**config.mk**
```make
export PLATFORM = sky130hd
export DESIGN_NAME = mem_io_ctrl
export DESIGN_NICKNAME = d
export VERILOG_FILES = /design/src/rtl/mem_io_ctrl.sv
export SDC_FILE = /design/constraint.sdc
export NUM_CORES = 1
export LEC_CHECK = 0
export ABC_AREA = 1
export CORE_ASPECT_RATIO = 2
export CORE_UTILIZATION = 40
export CTS_BUF_LIST = sky130_fd_sc_hd__clkbuf_4 sky130_fd_sc_hd__clkbuf_8
export DETAILED_ROUTE_END_ITERATION = 7
export PLACE_DENSITY = 0.83
export SYNTH_ARGS = -nofsm -noshare
export SYNTH_HDL_FRONTEND = slang
export SYNTH_SLANG_ARGS = --single-unit
```
**constraint.sdc**
```tcl
create_clock -name Clk -period 3.5 [get_ports Clk]
set_input_delay 0.7 -clock Clk [delete_from_list [all_inputs] [get_ports Clk]]
set_output_delay 0.7 -clock Clk [all_outputs]
set_load 0.1 [all_outputs]
```
**src/rtl/mem_io_ctrl.sv**
```systemverilog
`default_nettype none
// ============================================================================
// Module   : mem_io_ctrl
// Brief    : eLC-3 memory/I-O controller running multi-cycle asynchronous SRAM
//            reads/writes. Define MMIO_EN to decode the keyboard/display
//            registers at xFE00-xFFFF instead of sending them to the SRAM.
// Revision : 1.0 - initial release
// ============================================================================
module mem_io_ctrl #(
    parameter int unsigned WAIT_CYCLES = 1
) (
    input  logic        Clk,
    input  logic        Reset,
    input  logic        MIO_EN,
    input  logic        R_W,
    input  logic [15:0] Addr,
    input  logic [15:0] Data_From_CPU,
    output logic [15:0] Data_To_CPU,
    output logic        R,
    output logic [15:0] SRAM_ADDR,
    input  logic [15:0] SRAM_DQ_IN,
    output logic [15:0] SRAM_DQ_OUT,
    output logic        SRAM_DQ_OE,
    output logic        SRAM_CE_N,
    output logic        SRAM_OE_N,
    output logic        SRAM_WE_N,
    input  logic [7:0]  KB_Data,
    input  logic        KB_Strobe,
    output logic [7:0]  DDR_Data,
    output logic        DDR_Strobe
);

    localparam logic [3:0] c_WAIT_INIT = 4'(WAIT_CYCLES);

    typedef enum logic [1:0] {
        ST_IDLE   = 2'd0,
        ST_ACCESS = 2'd1,
        ST_DONE   = 2'd2
    } state_t;

    state_t      r_state;
    state_t      w_state_nxt;
    logic [3:0]  r_wait_cnt;
    logic        r_rw;
    logic [15:0] r_sram_addr;
    logic [15:0] r_sram_dq_out;
    logic [15:0] r_data_to_cpu;

    logic        w_accept;
    logic        w_is_io;
    logic [15:0] w_io_rdata;
    logic        w_capture_sram;
    logic        w_capture_io;

    assign w_accept       = (r_state == ST_IDLE) && MIO_EN;
    assign w_capture_sram = (r_state == ST_ACCESS) && (r_wait_cnt == 4'd0) && !r_rw;
    assign w_capture_io   = w_accept && w_is_io && !R_W;

    // ------------------------------------------------------------------
    // State register
    // ------------------------------------------------------------------
    always_ff @(posedge Clk) begin
        if (Reset) begin
            r_state <= ST_IDLE;
        end else begin
            r_state <= w_state_nxt;
        end
    end

    // ------------------------------------------------------------------
    // Next state and SRAM strobes; strobes decode only from registered
    // state so they cannot glitch with the request inputs.
    // ------------------------------------------------------------------
    always_comb begin
        w_state_nxt = r_state;
        SRAM_CE_N   = 1'b1;
        SRAM_OE_N   = 1'b1;
        SRAM_WE_N   = 1'b1;
        SRAM_DQ_OE  = 1'b0;
        R           = 1'b0;
        case (r_state)
            ST_IDLE: begin
                if (MIO_EN) begin
                    w_state_nxt = w_is_io ? ST_DONE : ST_ACCESS;
                end
            end
            ST_ACCESS: begin
                SRAM_CE_N = 1'b0;
                if (r_rw) begin
                    SRAM_WE_N  = 1'b0;
                    SRAM_DQ_OE = 1'b1;
                end else begin
                    SRAM_OE_N  = 1'b0;
                end
                if (r_wait_cnt == 4'd0) begin
                    w_state_nxt = ST_DONE;
                end
            end
            ST_DONE: begin
                R           = 1'b1;
                w_state_nxt = ST_IDLE;
            end
            default: begin
                w_state_nxt = ST_IDLE;
            end
        endcase
    end

    // ------------------------------------------------------------------
    // Request latch, wait counter and read-data register
    // ------------------------------------------------------------------
    always_ff @(posedge Clk) begin
        if (Reset) begin
            r_wait_cnt    <= 4'd0;
            r_rw          <= 1'b0;
            r_sram_addr   <= 16'h0000;
            r_sram_dq_out <= 16'h0000;
            r_data_to_cpu <= 16'h0000;
        end else begin
            if (w_accept) begin
                r_rw <= R_W;
                // I/O requests leave the SRAM bus untouched
                if (!w_is_io) begin
                    r_sram_addr   <= Addr;
                    r_sram_dq_out <= Data_From_CPU;
                    r_wait_cnt    <= c_WAIT_INIT;
                end
            end else if ((r_state == ST_ACCESS) && (r_wait_cnt != 4'd0)) begin
                r_wait_cnt <= r_wait_cnt - 4'd1;
            end

            if (w_capture_sram) begin
                r_data_to_cpu <= SRAM_DQ_IN;
            end else if (w_capture_io) begin
                r_data_to_cpu <= w_io_rdata;
            end
        end
    end

    assign Data_To_CPU = r_data_to_cpu;
    assign SRAM_ADDR   = r_sram_addr;
    assign SRAM_DQ_OUT = r_sram_dq_out;

`ifdef MMIO_EN
    localparam logic [15:0] c_ADDR_KBSR = 16'hFE00;
    localparam logic [15:0] c_ADDR_KBDR = 16'hFE02;
    localparam logic [15:0] c_ADDR_DSR  = 16'hFE04;
    localparam logic [15:0] c_ADDR_DDR  = 16'hFE06;

    logic       r_kb_ready;
    logic [7:0] r_kb_char;
    logic [7:0] r_ddr_data;
    logic       r_ddr_wr;
    logic       w_kbdr_read;
    logic       w_ddr_write;

    assign w_is_io     = &Addr[15:9];
    assign w_kbdr_read = w_accept && !R_W && (Addr == c_ADDR_KBDR);
    assign w_ddr_write = w_accept && R_W && (Addr == c_ADDR_DDR);

    // I/O read data is resolved at acceptance because DONE follows directly
    always_comb begin
        w_io_rdata = 16'h0000;
        case (Addr)
            c_ADDR_KBSR: w_io_rdata = {r_kb_ready, 15'b0};
            c_ADDR_KBDR: w_io_rdata = {8'h00, r_kb_char};
            c_ADDR_DSR:  w_io_rdata = 16'h8000;
            default:     w_io_rdata = 16'h0000;
        endcase
    end

    always_ff @(posedge Clk) begin
        if (Reset) begin
            r_kb_ready <= 1'b0;
            r_kb_char  <= 8'h00;
            r_ddr_data <= 8'h00;
            r_ddr_wr   <= 1'b0;
        end else begin
            // a new keystroke overrides the clear from a coincident KBDR read
            if (KB_Strobe) begin
                r_kb_ready <= 1'b1;
                r_kb_char  <= KB_Data;
            end else if (w_kbdr_read) begin
                r_kb_ready <= 1'b0;
            end
            if (w_accept) begin
                r_ddr_wr <= w_ddr_write;
            end
            if (w_ddr_write) begin
                r_ddr_data <= Data_From_CPU[7:0];
            end
        end
    end

    assign DDR_Data   = r_ddr_data;
    assign DDR_Strobe = (r_state == ST_DONE) && r_ddr_wr;
`else
    logic w_unused_kb;

    assign w_is_io     = 1'b0;
    assign w_io_rdata  = 16'h0000;
    assign w_unused_kb = ^{KB_Data, KB_Strobe};
    assign DDR_Data    = 8'h00;
    assign DDR_Strobe  = 1'b0;
`endif

endmodule
`default_nettype wire

```
==> results.toml <==
[status]
outcome = "finished clean"

[power_and_ir_drop]
pwr-share-seq_pct = 36.7
power.density_nw_per_um2 = 578
p_comb_share_pct = 40.9
p_switching_uw = 836
p_leak_uw = 0.00138
p_int_uw = 1110
vdd_drop_max_uv = 445
clkPwrFrac_pct = 22.5
p_total_uw = 1950
switching_share_pct = 42.9

[global_route]
grt_pass1_wl_mm = 8.35
grt-ovfl-total = 0
grt_util_all_layers_pct = 19.6
grt_pass1_vias = 1941
antenna_found_initial = 0
grt_max_degree = 37

[worst_hold_path]
whs_path_depth = 2
hold_path_class = "reg2reg"
min_from = "Data_To_CPU[6]$_SDFFE_PP0P_"

[route]
wl_per_cell_um = 12.2
viasPerCell = 4.75
final_antenna_net_count = 0
drc_errors = 0
vias = 2130
drt_iter0_drc = 65
drtPass1Iterations = 4
routed_wirelength_mm = 5.46

[sta]
period_needed_ns = 2.53
setup_viol = 0
post-route-period-util_pct = 72.3
grt_setup_unrepaired = "no"
slew_viol_final = 0
setup_tns_ns = 0
hold_viol = 0
slew_headroom_pct = 31.1
worst_clock_skew_ns = 0.00757
whs_ns = 0.472
tightest_slew_ns = 1.03
fmax_mhz = 395

[setup_path]
path_max_fanout = 2
cp-startpoint = "SRAM_ADDR[11]$_SDFFE_PP0P_"
cp_slowest_stage_delay_ns = 1.18
cp-end-kind = "output pin"
path_cells = "clkdlybuf4s50_1"
rr_startpoint = "r_wait_cnt[0]$_SDFFE_PP0P_"
required_ns = 2.80
worstSetupPathType = "reg2out"
cp.arrival_ns = 1.83
reg2regPathDepth = 7
path_buf_inv = 1
crit_path_start_kind = "flip-flop"
cp.depth = 1
cp_slowest_cell = "clkdlybuf4s50_1"
critPathTopFamily = "buffers and inverters"

[job]
cap_viol_max_count = 0

[logic_synthesis]
syn_inst = 289
yosysWarningCount = 0
synth-seq-cells = 55
synthFlopType = "dfxtp_1"
netlist_area_um2 = 2230
syn_avg_cell_area_um2 = 7.70
ys_types = 26
synth_edf_count = 0
ys_seq_area_share_pct = 49.5
synthArstFlopShare_pct = 0

[final_layout]
final_common_cell = "clkdlybuf4s50_1"
fin_nets = 449
diodes = 0
final_cell_mix = "99 x clkdlybuf4s50_1, 98 x nor2_1, 55 x dfxtp_1"
area_growth_pct = 51.4
drive_gt1_share_pct = 9.02

[floorplanning]
num_rows = 38
design.die.area_um2 = 5890
die_w_um = 54.8
start_util_pct = 41.4
fp.coreArea_um2 = 5370
io_pins = 123
dieHeight_um = 107

[clock_tree]
tritoncts = "built"
clkSinkCount = 55
insertion_delay_ns = 0.32
cts_root_buf = "clkbuf_8"
cts_setup_buffers = 0
hold_buffers = 0
cts_resized = 0
htree_levels = 2
cts_buffers = 5
clk_pin_slew_worst_paths_ns = 0.09
cts.path.max_buffers = 2

[place]
portBuffers = 104
dp_hpwl_mm = 4.02
gp_congestion = 0.744
==> stage by stage <==
step	cells	util, %	instance area [um^2]	worst slack [ns]
2_1_floorplan	297	-	2260	0.586
3_3_place_gp	440	60.5	3250	1.24
3_5_place_dp	440	60.5	3250	1.21
4_1_cts	448	62.7	3370	0.968
5_1_grt	448	62.7	3370	0.931
6_report	448	62.7	3370	0.968
==> routing by layer <==
layer,up-vias,global-route usage (%),part of all wire (%)
met5,-,0,0
met3,17,5.37,6.2
met4,0,10.8,3.6
li1,1084,-,-
met2,81,35.1,53
met1,948,18.5,37
==> power by group through the flow <==
stage / clock [uW] / combinational [uW] / sequential (uW)
6_report: 437 / 796 / 714
5_1_grt: 469 / 838 / 722
4_1_cts: 448 / 800 / 715
3_5_place_dp: 0 / 799 / 729
3_3_place_gp: 0 / 791 / 727
2_1_floorplan: 0 / 233 / 1110
==> worst reg2reg max path, stage by stage (launching register included) <==
cell      delay, ns
dfxtp_1        0.32
inv_1          0.11
ha_1           0.22
nand2_1        0.08
nor2_2         0.52
nand3b_1       0.16
nand2_1        0.11
nor2_2         0.05
==> kinds of logic (layout without fill, tap and decap cells) <==
logic type                 Yosys count  count (layout)  synth area share [%]
DFF                                 55              55                  49.5
adders and majority gates            1               1                 0.562
buffers and inverters               34             125                  8.09
xor gates and xnor gates             1               1                 0.394
other                                1               9                 0.168
AOI/OAI and AO/OA                   37              37                  8.43
and+or+nand+nor                    160             160                  32.9
==> flip-flops by register name (all words and copies together) (netlist names) <==
name         count
r_rw             1
SRAM_DQ_OUT     16
Data_To_CPU     16
SRAM_ADDR       16
r_state          2
r_wait_cnt       4
==> cell type report <==
class / count / area, um^2
Clock inverter: 2 / 35.0
Fill cell: 477 / 2000
Timing Repair Buffer: 106 / 1060
Tap cell: 60 / 75.1
Clock buffer: 6 / 82.6
Multi-Input combinational cell: 208 / 977
Sequential cell: 55 / 1100
Inverter: 11 / 43.8
==> Yosys cell counts, types with 2 or more instances <==
library cell / count / area [um^2]
clkbuf_1: 5 / 18.8
nor2_2: 11 / 68.8
nand2_1: 26 / 97.6
dfxtp_1: 55 / 1100
nor2_1: 99 / 372
nand3b_1: 16 / 120
inv_1: 7 / 26.3
buf_4: 9 / 67.6
a21oi_1: 3 / 15.0
nand3_1: 2 / 10.0
buf_2: 7 / 35.0
o21ai_0: 33 / 165
inv_2: 3 / 11.3
==> final timing paths <==
kind | slack [ns] | to
min | 0.47 | Data_To_CPU[6]$_SDFFE_PP0P_
max reg2reg | 1.84 | Data_To_CPU[8]$_SDFFE_PP0P_
max | 0.97 | SRAM_ADDR[11]
min reg2reg | 0.47 | Data_To_CPU[6]$_SDFFE_PP0P_
No activity file was read; power rests on OpenSTA's default activity.
